$ cat config.mk
export PLATFORM = sky130hd
export DESIGN_NAME = mem_stage_flat
export DESIGN_NICKNAME = d
export VERILOG_FILES = /design/src/rtl/mem_stage_if.sv /design/src/rtl/mem_stage.sv /design/src/flat_wrapper.sv
export SDC_FILE = /design/constraint.sdc
export NUM_CORES = 1
export LEC_CHECK = 0
export ABC_AREA = 1
export BUFFER_PORTS_ARGS = -buffer_cell sky130_fd_sc_hd__buf_2
export CORE_UTILIZATION = 50
export CTS_BUF_LIST = sky130_fd_sc_hd__clkbuf_16
export CTS_CLUSTER_DIAMETER = 50
export DETAILED_ROUTE_END_ITERATION = 12
export PLACE_DENSITY = 0.78
export SLEW_MARGIN = 20
export SYNTH_ARGS = -nofsm -noshare
export SYNTH_HDL_FRONTEND = slang
export SYNTH_SLANG_ARGS = --single-unit
$ cat constraint.sdc
create_clock -name clk -period 3 [get_ports clk]
set_input_delay 0.3 -clock clk [delete_from_list [all_inputs] [get_ports clk]]
set_output_delay 0.3 -clock clk [all_outputs]
set_load 0.02 [all_outputs]
$ cat src/rtl/mem_stage_if.sv
// mem_stage_if: upstream instruction, data-memory and writeback signals of mem_stage
interface mem_stage_if #(parameter int STALL_CNT_W = 16);
    logic                   in_valid;
    logic                   in_ready;
    logic [5:0]             in_opcode;
    logic [31:0]            in_rslt;
    logic [31:0]            in_rrt;
    logic [4:0]             in_rd;
    logic                   in_we;
    logic                   mem_req;
    logic                   mem_we;
    logic [29:0]            mem_addr;
    logic [31:0]            mem_wdata;
    logic                   mem_gnt;
    logic                   mem_rvalid;
    logic [31:0]            mem_rdata;
    logic                   wb_valid;
    logic                   wb_we;
    logic [4:0]             wb_rd;
    logic [31:0]            wb_data;
    logic                   fault;
    logic [STALL_CNT_W-1:0] stall_cnt;

    modport slave (
        input  in_valid, in_opcode, in_rslt, in_rrt, in_rd, in_we,
        input  mem_gnt, mem_rvalid, mem_rdata,
        output in_ready, mem_req, mem_we, mem_addr, mem_wdata,
        output wb_valid, wb_we, wb_rd, wb_data, fault, stall_cnt
    );

    modport master (
        output in_valid, in_opcode, in_rslt, in_rrt, in_rd, in_we,
        output mem_gnt, mem_rvalid, mem_rdata,
        input  in_ready, mem_req, mem_we, mem_addr, mem_wdata,
        input  wb_valid, wb_we, wb_rd, wb_data, fault, stall_cnt
    );
endinterface

$ cat src/rtl/mem_stage.sv
// mem_stage: post-ALU stage issuing single-outstanding LW/SW word accesses and one writeback beat per instruction
module mem_stage #(
    parameter int         STALL_CNT_W = 16,
    parameter logic [5:0] LW_OPCODE   = 6'h23,
    parameter logic [5:0] SW_OPCODE   = 6'h2B
) (
    input  logic        clk,
    input  logic        rst,
    mem_stage_if.slave  bus
);
    typedef enum logic [1:0] {IDLE, REQ, RESP} state_t;

    state_t                 state_q, state_d;
    logic                   rdy_q;
    logic                   mem_we_q, mem_we_d;
    logic [29:0]            addr_q, addr_d;
    logic [31:0]            wdata_q, wdata_d;
    logic [4:0]             rd_q, rd_d;
    logic                   we_q, we_d;
    logic                   wb_valid_q, wb_valid_d;
    logic                   wb_we_q, wb_we_d;
    logic [4:0]             wb_rd_q, wb_rd_d;
    logic [31:0]            wb_data_q, wb_data_d;
    logic                   fault_q, fault_d;
    logic [STALL_CNT_W-1:0] stall_q, stall_d;
    logic                   accept, is_mem, load_done;

    // rdy_q keeps in_ready low until the first edge after reset release
    assign bus.in_ready  = rdy_q && (state_q == IDLE);
    assign bus.mem_req   = (state_q == REQ);
    assign bus.mem_we    = mem_we_q;
    assign bus.mem_addr  = addr_q;
    assign bus.mem_wdata = wdata_q;
    assign bus.wb_valid  = wb_valid_q;
    assign bus.wb_we     = wb_we_q;
    assign bus.wb_rd     = wb_rd_q;
    assign bus.wb_data   = wb_data_q;
    assign bus.fault     = fault_q;
    assign bus.stall_cnt = stall_q;

    always_comb begin
        accept     = bus.in_valid && bus.in_ready;
        is_mem     = (bus.in_opcode == LW_OPCODE) || (bus.in_opcode == SW_OPCODE);
        load_done  = !mem_we_q && bus.mem_rvalid &&
                     ((state_q == RESP) || ((state_q == REQ) && bus.mem_gnt));
        state_d    = state_q;
        mem_we_d   = mem_we_q;
        addr_d     = addr_q;
        wdata_d    = wdata_q;
        rd_d       = rd_q;
        we_d       = we_q;
        wb_valid_d = 1'b0;
        wb_we_d    = wb_we_q;
        wb_rd_d    = wb_rd_q;
        wb_data_d  = wb_data_q;
        fault_d    = fault_q;
        stall_d    = (bus.in_valid && !bus.in_ready && stall_q != '1) ? stall_q + 1'b1 : stall_q;
        case (state_q)
            IDLE: begin
                if (accept && !is_mem) begin
                    wb_valid_d = 1'b1;
                    wb_we_d    = bus.in_we;
                    wb_rd_d    = bus.in_rd;
                    wb_data_d  = bus.in_rslt;
                end else if (accept && bus.in_rslt[1:0] != 2'b00) begin
                    fault_d = 1'b1;
                end else if (accept) begin
                    state_d  = REQ;
                    mem_we_d = (bus.in_opcode == SW_OPCODE);
                    addr_d   = bus.in_rslt[31:2];
                    wdata_d  = bus.in_rrt;
                    rd_d     = bus.in_rd;
                    we_d     = bus.in_we;
                end
            end
            REQ: begin
                if (bus.mem_gnt && mem_we_q) begin
                    state_d    = IDLE;
                    wb_valid_d = 1'b1;
                    wb_we_d    = 1'b0;
                    wb_rd_d    = 5'd0;
                    wb_data_d  = 32'd0;
                end else if (bus.mem_gnt) begin
                    state_d = RESP;
                end
            end
            RESP:    state_d = RESP;
            default: state_d = IDLE;
        endcase
        // zero-latency grant+rvalid and a later rvalid in RESP retire the same way
        if (load_done) begin
            state_d    = IDLE;
            wb_valid_d = 1'b1;
            wb_we_d    = we_q;
            wb_rd_d    = rd_q;
            wb_data_d  = bus.mem_rdata;
        end
    end

    always_ff @(posedge clk or negedge rst) begin
        if (!rst) begin
            state_q    <= IDLE;
            rdy_q      <= 1'b0;
            mem_we_q   <= 1'b0;
            addr_q     <= '0;
            wdata_q    <= '0;
            rd_q       <= '0;
            we_q       <= 1'b0;
            wb_valid_q <= 1'b0;
            wb_we_q    <= 1'b0;
            wb_rd_q    <= '0;
            wb_data_q  <= '0;
            fault_q    <= 1'b0;
            stall_q    <= '0;
        end else begin
            state_q    <= state_d;
            rdy_q      <= 1'b1;
            mem_we_q   <= mem_we_d;
            addr_q     <= addr_d;
            wdata_q    <= wdata_d;
            rd_q       <= rd_d;
            we_q       <= we_d;
            wb_valid_q <= wb_valid_d;
            wb_we_q    <= wb_we_d;
            wb_rd_q    <= wb_rd_d;
            wb_data_q  <= wb_data_d;
            fault_q    <= fault_d;
            stall_q    <= stall_d;
        end
    end
endmodule

$ cat src/flat_wrapper.sv
// flat-port wrapper written by rule: the top's interface ports become plain ports
module mem_stage_flat 
#(
    parameter int         STALL_CNT_W = 16,
    parameter logic [5:0] LW_OPCODE   = 6'h23,
    parameter logic [5:0] SW_OPCODE   = 6'h2B
)
  (clk, rst, bus_in_valid, bus_in_opcode, bus_in_rslt, bus_in_rrt, bus_in_rd, bus_in_we, bus_mem_gnt, bus_mem_rvalid, bus_mem_rdata, bus_in_ready, bus_mem_req, bus_mem_we, bus_mem_addr, bus_mem_wdata, bus_wb_valid, bus_wb_we, bus_wb_rd, bus_wb_data, bus_fault, bus_stall_cnt);
  mem_stage_if #(.STALL_CNT_W(STALL_CNT_W)) bus_i ();
  input  logic clk;
  input  logic rst;
  input wire logic [$bits(bus_i.in_valid)-1:0] bus_in_valid;
  input wire logic [$bits(bus_i.in_opcode)-1:0] bus_in_opcode;
  input wire logic [$bits(bus_i.in_rslt)-1:0] bus_in_rslt;
  input wire logic [$bits(bus_i.in_rrt)-1:0] bus_in_rrt;
  input wire logic [$bits(bus_i.in_rd)-1:0] bus_in_rd;
  input wire logic [$bits(bus_i.in_we)-1:0] bus_in_we;
  input wire logic [$bits(bus_i.mem_gnt)-1:0] bus_mem_gnt;
  input wire logic [$bits(bus_i.mem_rvalid)-1:0] bus_mem_rvalid;
  input wire logic [$bits(bus_i.mem_rdata)-1:0] bus_mem_rdata;
  output wire logic [$bits(bus_i.in_ready)-1:0] bus_in_ready;
  output wire logic [$bits(bus_i.mem_req)-1:0] bus_mem_req;
  output wire logic [$bits(bus_i.mem_we)-1:0] bus_mem_we;
  output wire logic [$bits(bus_i.mem_addr)-1:0] bus_mem_addr;
  output wire logic [$bits(bus_i.mem_wdata)-1:0] bus_mem_wdata;
  output wire logic [$bits(bus_i.wb_valid)-1:0] bus_wb_valid;
  output wire logic [$bits(bus_i.wb_we)-1:0] bus_wb_we;
  output wire logic [$bits(bus_i.wb_rd)-1:0] bus_wb_rd;
  output wire logic [$bits(bus_i.wb_data)-1:0] bus_wb_data;
  output wire logic [$bits(bus_i.fault)-1:0] bus_fault;
  output wire logic [$bits(bus_i.stall_cnt)-1:0] bus_stall_cnt;
  assign bus_i.in_valid = bus_in_valid;
  assign bus_i.in_opcode = bus_in_opcode;
  assign bus_i.in_rslt = bus_in_rslt;
  assign bus_i.in_rrt = bus_in_rrt;
  assign bus_i.in_rd = bus_in_rd;
  assign bus_i.in_we = bus_in_we;
  assign bus_i.mem_gnt = bus_mem_gnt;
  assign bus_i.mem_rvalid = bus_mem_rvalid;
  assign bus_i.mem_rdata = bus_mem_rdata;
  assign bus_in_ready = bus_i.in_ready;
  assign bus_mem_req = bus_i.mem_req;
  assign bus_mem_we = bus_i.mem_we;
  assign bus_mem_addr = bus_i.mem_addr;
  assign bus_mem_wdata = bus_i.mem_wdata;
  assign bus_wb_valid = bus_i.wb_valid;
  assign bus_wb_we = bus_i.wb_we;
  assign bus_wb_rd = bus_i.wb_rd;
  assign bus_wb_data = bus_i.wb_data;
  assign bus_fault = bus_i.fault;
  assign bus_stall_cnt = bus_i.stall_cnt;
  mem_stage #(.STALL_CNT_W(STALL_CNT_W), .LW_OPCODE(LW_OPCODE), .SW_OPCODE(SW_OPCODE)) u_core (.clk(clk), .rst(rst), .bus(bus_i));
endmodule
==> After elaboration in Yosys (flattened, before gate mapping) <==
Index checks and enable logic that the tools add are counted.
{ "op_classes": {"addsub": 1, "n_eq_ne": 11, "muxes": 23, "bitwise_logic": 2, "n_reduce_logical": 22} }
{ "op_table": {"columns": ["operator", "count"], "rows": [
  ["$mux 32", 3],
  ["$pmux 32 s2", 1],
  ["$add 16x1->16 const B", 1],
  ["$ne 16x16->1 const B", 1],
  ["$mux 5", 3],
  ["$eq 6x6->1 const B", 2],
  ["$mux 2", 6],
  ["$logic_and 1x1->1", 10],
  ["$pmux 5 s2", 1],
  ["$ne 3x2->1 const B", 3],
  ["$reduce_and 4->1", 2],
  ["$mux 1", 6],
  ["$ne 3x1->1 const B", 2],
  ["$pmux 2 s3", 1],
  ["$reduce_and 3->1", 2],
  ["$ne 4x2->1 const B", 1],
  ["$pmux 1 s2", 2],
  ["$logic_not 1->1", 3],
  ["$reduce_bool 3->1", 1],
  ["$eq 2x1->1 const B", 1],
  ["$eq 2x2->1 const B", 1],
  ["$logic_not 2->1", 1],
  ["$logic_or 1x1->1", 2],
  ["$not 1->1", 2],
  ["$reduce_bool 2->1", 1]
]} }
{ "word_totals": {"register_bits": 128, "input_bits": 113, "output_inout_bits": 121, "wordCells": 72} }

==> Logic depth before layout (Yosys ltp) <==
Gate-level depths: netlist of the first run.
{ "depth": {"ltp_word": 8, "mapped_depth": 9, "ltp_nobuf": 8} }

==> Least setup slack after synthesis of the first run <==
Ideal clock, no wire load.
{ "synth_path": {"path_kind": "register to register", "startpoint": "register u_core.stall_q[1], in the netlist u_core.bus.stall_cnt[1]", "endpoint": "register u_core.stall_q[0], in the netlist u_core.bus.stall_cnt[0]", "setup_time_ps": 117, "t_arrival_ps": 1530, "required_time_ps": 2883, "path_slack_ps": 1354, "path_stages_with_launch": 10, "path_buffers": 1, "synth_period_minus_slack_ps": 1646, "cell_sequence": "dfrtp_1 -> ha_1 -> nand3_2 -> clkinv_2 -> nand2_4 -> o21ai_4 -> inv_4 -> buf_6 -> nand2_1 -> nand2_1"} }
{ "synth_between": {"elab_chain_len": 2} }
{ "synth_rtl": {"columns": ["item", "line_no", "source"], "rows": [
  ["start: declaration", "mem_stage.sv:25", "logic [STALL_CNT_W-1:0] stall_q, stall_d;"],
  ["start signal: assignment", "mem_stage.sv:128", "stall_q <= stall_d;"],
  ["$ne 16x16->1", "mem_stage.sv:57", "stall_d = (bus.in_valid && !bus.in_ready && stall_q != '1) ? stall_q + 1'b1 : stall_q;"],
  ["$logic_and 1x1->1", "mem_stage.sv:57", null]
]} }
Every way passes these cells.
A chain may end at the register's enable or synchronous reset.

==> Worst setup path after layout of the first run <==
{ "layout_path": {"startpoint": "register u_core.state_q[1]", "endpoint": "register u_core.mem_we_q, in the netlist u_core.bus.mem_we"} }
{ "layout_between": {"elab_chain_len": 6, "elab_cells_between_ends": 8, "cone_classes": "bitwise: 2; reduce/logical: 6"} }
{ "layout_rtl": {"columns": ["item", "line_no", "source"], "rows": [
  ["start: declaration", "mem_stage.sv:13", "state_t state_q, state_d;"],
  ["start signal: assignment", "mem_stage.sv:116", "state_q <= state_d;"],
  ["$logic_not 2->1 *", "mem_stage.sv:29, mem_stage.sv:58", null],
  ["$logic_and 1x1->1", "mem_stage.sv:29", "assign bus.in_ready = rdy_q && (state_q == IDLE);"],
  ["$logic_and 1x1->1", "mem_stage.sv:42", "accept = bus.in_valid && bus.in_ready;"],
  ["$logic_and 1x1->1, on equally long branches", "mem_stage.sv:65, mem_stage.sv:60", null],
  ["$not 1->1 (no line)", null, null],
  ["$reduce_and 4->1 (no line) *", null, null],
  ["end signal: assignment", "mem_stage.sv:118", "mem_we_q <= mem_we_d;"],
  ["end: declaration", "mem_stage.sv:15", "logic mem_we_q, mem_we_d;"]
]} }
Mark *: on every way between the ends. The rest lies on a longest branch, timed or not.

==> flow_metrics.py, run 1 <==
metrics = {
    "run_status": {
        "status": "finished, violations left",
        "failed_checks": "negative hold slack",
    },
    "clock_network": {
        "cts_resized": 0,
        "postCtsHoldBufs": 0,
        "root_buffer": "clkbuf_16",
        "clk_latency_ns": 0.42,
        "clock-sinks": 128,
        "cts_setup_buffers": 0,
        "htree_levels": 4,
        "cts_tree": "done",
        "clkTransAtPathRegs_ns": 0.05,
        "cts_inserted_buffers": 17,
        "clk_path_buf_depth": 2,
    },
    "placement": {
        "gp_congestion": 0.805,
        "port_buffers": 233,
        "place_hpwl_um": 11300,
        "dp_slack_ns": 0.999,
    },
    "detailed_routing": {
        "dr.first_iter.drc_count": 427,
        "drt_pass1_iterations": 5,
        "num_vias": 6032,
        "via_per_inst": 4.98,
        "antenna_left": 0,
        "routed_wl_um": 16700,
        "drc": 0,
        "routedWlPerCell_um": 13.8,
    },
    "timing": {
        "hold_violations": 10,
        "grt_setup_unrepaired": "no",
        "max_freq_ghz": 0.481,
        "fin_crit_ns": 2.08,
        "finClkSkew_ns": 0.00746,
        "fin_crit_sh": 0.693,
        "max_slew_margin": 0.438,
        "fin_setup_tns_ns": 0,
        "whs_ns": -0.0250,
        "finalSetupViolations": 0,
        "worst_slack_ns": 0.921,
        "slew_violations": 0,
        "tightestPinTransition_ns": 0.843,
    },
    "global_routing": {
        "grt_usage": 0.271,
        "grt_max_degree": 107,
        "grt_pass1_vias": 5664,
        "overflow": 0,
        "antenna_found_initial": 1,
        "grt_pass1_wl_um": 27100,
    },
    "critical_path": {
        "arrival_ns": 2.36,
        "regToRegSetupSlack_ns": 0.92,
        "reg2reg_to": "u_core.bus.mem_we$_DFFE_PN0P_",
        "worstPathRequired_ns": 3.28,
        "reg2reg_depth": 7,
        "rr_startpoint": "u_core.state_q[1]$_DFFE_PN0P_",
        "cp_max_fo": 106,
        "crit_path_start_kind": "register",
        "end_kind": "register",
        "criticalPathCategory": "reg2reg",
    },
    "power": {
        "peakVddDrop_mv": 0.443,
        "seqPwrFrac": 0.443,
        "intPower_uw": 3170,
        "clkPwrFrac": 0.383,
        "leakage_uw": 0.00472,
        "powerDensity_mw_per_mm2": 562,
        "switching_share": 0.295,
        "p_switching_uw": 1320,
        "power_frac_comb": 0.174,
    },
    "logic_synthesis": {
        "syn_nets": 933,
        "syn-instance-count": 819,
        "synth_flop_cell": "dfrtp_1",
        "syn_avg_cell_area_um2": 7.65,
        "mappedNetlistArea_mm2": 0.00627,
        "yosysWarnings": 0,
        "synth_edf_count": 0,
        "synth_area_leaders": "dfrtp_1, nand2_1, inv_1",
        "synth_largest_area_cell": "dfrtp_1",
        "synth_async_sr_flop_share": 1.00,
        "ys_seq_elements": 128,
        "yosysUniqueCellTypes": 29,
        "seq_area_frac_synth": 0.511,
        "synth_top_area_share": 0.511,
    },
    "run": {
        "maxCapViolations": 0,
    },
    "floorplanning": {
        "io_pins": 234,
        "die_w_um": 114,
        "die_h_um": 114,
        "die_area_mm2": 0.0130,
        "initial_utilization": 0.517,
        "std_cell_rows": 40,
        "coreArea_mm2": 0.0121,
    },
    "cells_and_area": {
        "area_growth_pct": 27.6,
        "final_nets": 1146,
        "diodes": 0,
        "final_util": 0.660,
        "drive_above_1_share": 0.275,
    },
    "worst_hold_path": {
        "hold_path.class": "in2async",
    },
}
## power by group through the flow
stage / logic (uW) / clock network (uW) / registers (uW)
floorplan: 275 / 0 / 2190
global placement: 772 / 0 / 2010
detailed placement: 787 / 0 / 2020
CTS: 791 / 1740 / 1990
global route: 865 / 1820 / 2020
finish: 782 / 1720 / 1990
## state kept, by name, summed over array words and instances, names as in the netlist
register and count:
u_core.rd_q 5, u_core.bus.mem_wdata 32, u_core.state_q 2, u_core.bus.wb_valid 1
u_core.rdy_q 1, u_core.we_q 1, u_core.bus.mem_addr 30, u_core.bus.wb_rd 5
u_core.bus.wb_data 32, u_core.bus.fault 1, u_core.bus.mem_we 1, u_core.bus.stall_cnt 16
u_core.bus.wb_we 1
## stage by stage
step	instance area, um^2	cells	total power, uW
finish	8000	1212	4500
global route	8000	1212	4700
CTS	8000	1212	4530
detailed placement	7510	1181	2800
global placement	7510	1181	2780
floorplan	6270	819	2460
## per-layer routing
layer  GRT usage  vias up  share of wire
li1            -     2996              -
met1       0.339     2743           0.42
met2       0.441      256           0.48
met3      0.0818       35          0.079
met4       0.108        2          0.023
met5           0        -        0.00090
## worst max-delay path, stage by stage (launching register included)
cell and delay [ns]:
dfrtp_1 0.40, nor2_1 0.15, nand3_1 0.22, inv_2 0.16, nand4_4 0.37, buf_12 0.41, nand2_1 0.10, o21ai_0 0.09
## cell type report
| type | count | area, um^2 |
|---|---|---|
| clock inverters | 14 | 61.3 |
| fillers | 1088 | 4120 |
| repair buffers | 243 | 1270 |
| multi-input cells | 549 | 2470 |
| flip-flops and latches | 128 | 3200 |
| inverters | 93 | 353 |
| well taps | 168 | 210 |
| clock buffers | 17 | 425 |
## worst max path at each step
stage	startpoint	to	slack [ns]
4_1_cts	u_core.state_q[1]$_DFFE_PN0P_	u_core.bus.mem_we$_DFFE_PN0P_	0.90
3_3_place_gp	u_core.state_q[0]$_DFFE_PN0P_	u_core.bus.mem_wdata[17]$_DFFE_PN0P_	1.03
6_report	u_core.state_q[1]$_DFFE_PN0P_	u_core.bus.mem_we$_DFFE_PN0P_	0.92
2_1_floorplan	u_core.bus.stall_cnt[1]$_DFFE_PN0P_	u_core.bus.stall_cnt[0]$_DFFE_PN0P_	1.35
5_1_grt	u_core.state_q[1]$_DFFE_PN0P_	u_core.bus.mem_addr[23]$_DFFE_PN0P_	0.69
3_5_place_dp	u_core.state_q[0]$_DFFE_PN0P_	u_core.bus.mem_wdata[14]$_DFFE_PN0P_	1.0
## cells in the final DEF (no fill, tap or decap)
master | synthesis | routed
ha_1 | 1 | 1
nor2_2 | 1 | 1
o21ai_0 | 15 | 15
clkinv_1 | 0 | 6
o21bai_1 | 1 | 1
dfrtp_1 | 128 | 128
nand3_1 | 44 | 44
o31ai_1 | 1 | 1
clkinvlp_4 | 0 | 1
nand2_1 | 298 | 298
o21ai_4 | 1 | 2
nand3_2 | 2 | 2
nand4_1 | 43 | 43
nand4_4 | 0 | 1
inv_4 | 1 | 1
conb_1 | 1 | 1
buf_4 | 6 | 9
o21ai_1 | 61 | 61
inv_1 | 88 | 91
nor2_1 | 61 | 60
xnor2_1 | 7 | 7
buf_2 | 30 | 232
nand2_2 | 7 | 7
nor2_4 | 1 | 2
nand2_4 | 2 | 2
clkinv_2 | 1 | 5
clkbuf_16 | 0 | 17
buf_12 | 0 | 2
inv_2 | 3 | 3
## synthesized netlist by cell type, types with 2 or more instances
master,number
inv_2,3
nand2_1,298
inv_1,88
buf_2,30
buf_6,2
nand3_1,44
buf_4,6
dfrtp_1,128
nand2_4,2
nand4_1,43
o21ai_0,15
clkbuf_1,10
nand3_2,2
xnor2_1,7
o21ai_1,61
nand2_2,7
nor2_1,61
## cell families after synthesis
kind of cell	count (synthesis)	share of synthesized area
flops	128	0.511
other cells	1	0.000598
buf+inv	142	0.0976
compound gates	80	0.0671
simple gates	460	0.312
xor+xnor	7	0.00978
fa+ha+maj	1	0.00200
No activity file was read; power rests on OpenSTA's default activity.
==> run 2, diff against run 1 <==
--- a/config.mk
+++ b/config.mk
@@ -5,13 +5,13 @@
 export SDC_FILE = /design/constraint.sdc
 export NUM_CORES = 1
 export LEC_CHECK = 0
-export ABC_AREA = 1
+export ABC_AREA = 0
 export BUFFER_PORTS_ARGS = -buffer_cell sky130_fd_sc_hd__buf_2
-export CORE_UTILIZATION = 50
+export CORE_UTILIZATION = 48
 export CTS_BUF_LIST = sky130_fd_sc_hd__clkbuf_16
 export CTS_CLUSTER_DIAMETER = 50
 export DETAILED_ROUTE_END_ITERATION = 12
-export PLACE_DENSITY = 0.78
+export PLACE_DENSITY = 0.77
 export SLEW_MARGIN = 20
 export SYNTH_ARGS = -nofsm -noshare
 export SYNTH_HDL_FRONTEND = slang
==> constraint.sdc (replaced) <==
create_clock -name clk -period 2 [get_ports clk]
set_input_delay 0.2 -clock clk [delete_from_list [all_inputs] [get_ports clk]]
set_output_delay 0.2 -clock clk [all_outputs]
set_load 0.02 [all_outputs]
==> run 2 against run 1 <==
Effect of this change:
- the flow finishes with violations (negative setup slack)
- first-iteration DRC count shrank 49%
- die area decreased by 6.2%
- flip-flop and latch count did not move
- utilization is 2.2 points higher
- power increased by 71%
- critical endpoint is now u_core.bus.mem_wdata[14]$_DFFE_PN0P_
- combinational power up 62%
- non-clock buffer count rose by 13
==> flow_metrics.py, run 2 <==
metrics = {
    "run_status": {
        "status": "finished, violations left",
        "failed_checks": "negative setup slack",
    },
    "clock_network": {
        "cts_inserted_buffers": 17,
        "clk_latency_ns": 0.41,
        "clock-sinks": 128,
        "cts_setup_buffers": 0,
        "clkTransAtPathRegs_ns": 0.06,
        "cts_tree": "done",
        "root_buffer": "clkbuf_16",
        "clk_path_buf_depth": 2,
        "htree_levels": 4,
    },
    "floorplanning": {
        "die_area_mm2": 0.0122,
        "die_w_um": 110,
        "initial_utilization": 0.494,
        "coreArea_mm2": 0.0114,
        "std_cell_rows": 39,
        "die_h_um": 110,
        "io_pins": 234,
    },
    "cells_and_area": {
        "stdcell_count": 782,
        "drive_above_1_share": 0.620,
        "final_common_cell": "buf_2",
        "layout_common_cells": "buf_2, dfrtp_1, mux2_4, a22o_1, mux2_2",
        "diodes": 0,
        "fillers": 855,
        "area_growth_pct": 38.2,
        "final_nets": 740,
    },
    "logic_synthesis": {
        "synth_async_sr_flop_share": 1.00,
        "synthXorXnorAreaFrac": 0.0233,
        "synth_top_area_share": 0.568,
        "yosysWarnings": 0,
        "synth_common_cells": "dfrtp_1, mux2_4, a22o_1",
        "synth_top_family_by_area": "multiplexers",
        "synth.mux.area_fraction": 0.250,
        "ys_seq_elements": 128,
        "synth_area_leaders": "dfrtp_1, mux2_4, mux2_2",
        "synth_compound_area_frac": 0.0755,
        "synth_edf_count": 0,
        "synth.most_common_cell": "dfrtp_1",
        "syn_avg_cell_area_um2": 15.2,
        "synth_largest_area_cell": "dfrtp_1",
        "syn_nets": 486,
        "seq_area_frac_synth": 0.568,
        "synthSimpleGateAreaFrac": 0.0530,
        "synth_fa_ha_area_frac": 0.00222,
        "syn-instance-count": 372,
        "synth_flop_cell": "dfrtp_1",
        "mappedNetlistArea_mm2": 0.00564,
        "yosysUniqueCellTypes": 37,
    },
    "timing": {
        "whs_ns": 0.0187,
        "max_freq_ghz": 0.463,
        "slew_violations": 0,
        "finClkSkew_ns": 0.00672,
        "grt_setup_unrepaired": "yes",
        "finalSetupViolations": 69,
        "worst_slack_ns": -0.159,
        "hold_violations": 0,
        "fin_crit_ns": 2.16,
        "fin_crit_sh": 1.08,
    },
    "critical_path": {
        "cp_cell_sequence": "nor3b_4 -> or4b_4 -> or3_4 -> buf_12 -> mux2_4",
        "max_stage_delay_ns": 0.48,
        "crit_path_start_kind": "register",
        "criticalPathCategory": "reg2reg",
        "worstPathRequired_ns": 2.29,
        "critPathSlowestCell": "or4b_4",
        "end_kind": "register",
        "arrival_ns": 2.45,
        "path_buf_inv": 1,
        "crit_family": "simple AND/OR/NAND/NOR gates",
        "cp_max_fo": 34,
    },
    "power": {
        "switching_share": 0.269,
        "seqPwrFrac": 0.400,
        "powerDensity_mw_per_mm2": 987,
        "leakage_uw": 0.00443,
        "intPower_uw": 5620,
        "p_switching_uw": 2070,
        "peakVddDrop_mv": 0.957,
        "finalPower_uw": 7690,
        "power_frac_comb": 0.165,
        "clkPwrFrac": 0.434,
    },
    "placement": {
        "dp_slack_ns": -0.161,
        "port_buffers": 233,
        "gp_congestion": 0.788,
        "dp.cells": 744,
        "place_hpwl_um": 9680,
    },
    "detailed_routing": {
        "routedWlPerCell_um": 18.0,
        "antenna_left": 0,
        "num_vias": 4111,
        "routed_wl_um": 14100,
        "dr.first_iter.drc_count": 218,
        "via_per_inst": 5.26,
        "drc": 0,
        "drt_pass1_iterations": 5,
    },
    "global_routing": {
        "grt_pass1_vias": 4216,
        "grt_pass1_wl_um": 21000,
        "grt_usage": 0.233,
        "overflow": 0,
        "grt_max_degree": 67,
        "antenna_found_initial": 2,
    },
    "worst_hold_path": {
        "hold_path.class": "in2reg",
    },
    "run": {
        "maxCapViolations": 0,
    },
}
run 2: changes by cell type after synthesis, moves of 29 or more:
cell | before | now
nor2_1 | 61 | 4
o21ai_1 | 61 | 0
inv_1 | 88 | 4
a22o_1 | 0 | 38
mux2_2 | 0 | 33
nand4_1 | 43 | 7
nand2_1 | 298 | 7
mux2_4 | 0 | 69
nand3_1 | 44 | 1
buf_2 | 30 | 1
run 2: power groups by stage:
stage	registers (uW)	clock network [uW]	logic (uW)
2_1_floorplan	3410	0	388
4_1_cts	3080	3390	1290
3_3_place_gp	3100	0	1240
6_report	3080	3340	1270
3_5_place_dp	3110	0	1270
5_1_grt	3110	3500	1370
run 2: timing repair:
| action | 4_1_cts | 5_1_grt |
|---|---|---|
| pin swaps | 0 | 1 |
| hold buffers | 6 | 0 |
| endpoints found under the setup margin | 69 | 71 |
| gates resized for setup | 2 | 3 |
| hold endpoints to repair | 39 | 0 |
run 2: kinds of logic (layout without fill, tap and decap cells):
group | after synthesis | in the layout
AO/OA/AOI/OAI | 51 | 51
XOR/XNOR | 15 | 15
adder cells (fa/ha/maj) | 1 | 1
buffers and inverters | 25 | 292
flip-flops | 128 | 128
multiplexers | 102 | 102
other | 1 | 1
AND/OR/NAND/NOR | 49 | 49
run 2: cell type report:
cell class / instances / area (um^2) / share of cell area
well taps: 143 / 179 / 0.0230
clock inverters: 15 / 218 / 0.0279
inverters: 4 / 15.0 / 0.00193
multi-input cells: 219 / 2330 / 0.299
flip-flops and latches: 128 / 3200 / 0.411
repair buffers: 256 / 1420 / 0.183
clock buffers: 17 / 425 / 0.0546
run 2: worst paths after layout:
kind | start | endpoint | slack (ns) | depth (start not counted)
setup / recovery | u_core.state_q[0]$_DFFE_PN0P_ | u_core.bus.mem_wdata[14]$_DFFE_PN0P_ | -0.16 | 5
hold / removal | bus_in_rrt[0] | u_core.bus.mem_wdata[0]$_DFFE_PN0P_ | 0.02 | 2
setup reg to reg | u_core.state_q[0]$_DFFE_PN0P_ | u_core.bus.mem_wdata[14]$_DFFE_PN0P_ | -0.16 | 5
hold reg to reg | u_core.bus.wb_we$_DFFE_PN0P_ | u_core.bus.wb_we$_DFFE_PN0P_ | 0.48 | 1
max in group asynchronous | rst | u_core.bus.stall_cnt[11]$_DFFE_PN0P_ | 0.95 | 3
min in group asynchronous | rst | u_core.bus.wb_data[14]$_DFFE_PN0P_ | 0.29 | 2
run 2: through the flow:
stage	instance area (um^2)	utilization	setup TNS [ns]
after floorplan	5640	-	-21.40
after global placement	7060	0.619	-6.26
after detailed placement	7060	0.619	-8.98
after CTS	7770	0.681	-9.03
after global routing	7790	0.682	-12.41
final	7790	0.682	-8.32
run 2: layer usage:
layer	vias to the layer above	part of all wire	GRT usage
li1	1868	-	-
met1	2064	0.40	0.274
met2	142	0.52	0.385
met3	33	0.054	0.0676
met4	4	0.024	0.120
met5	-	0.0019	0
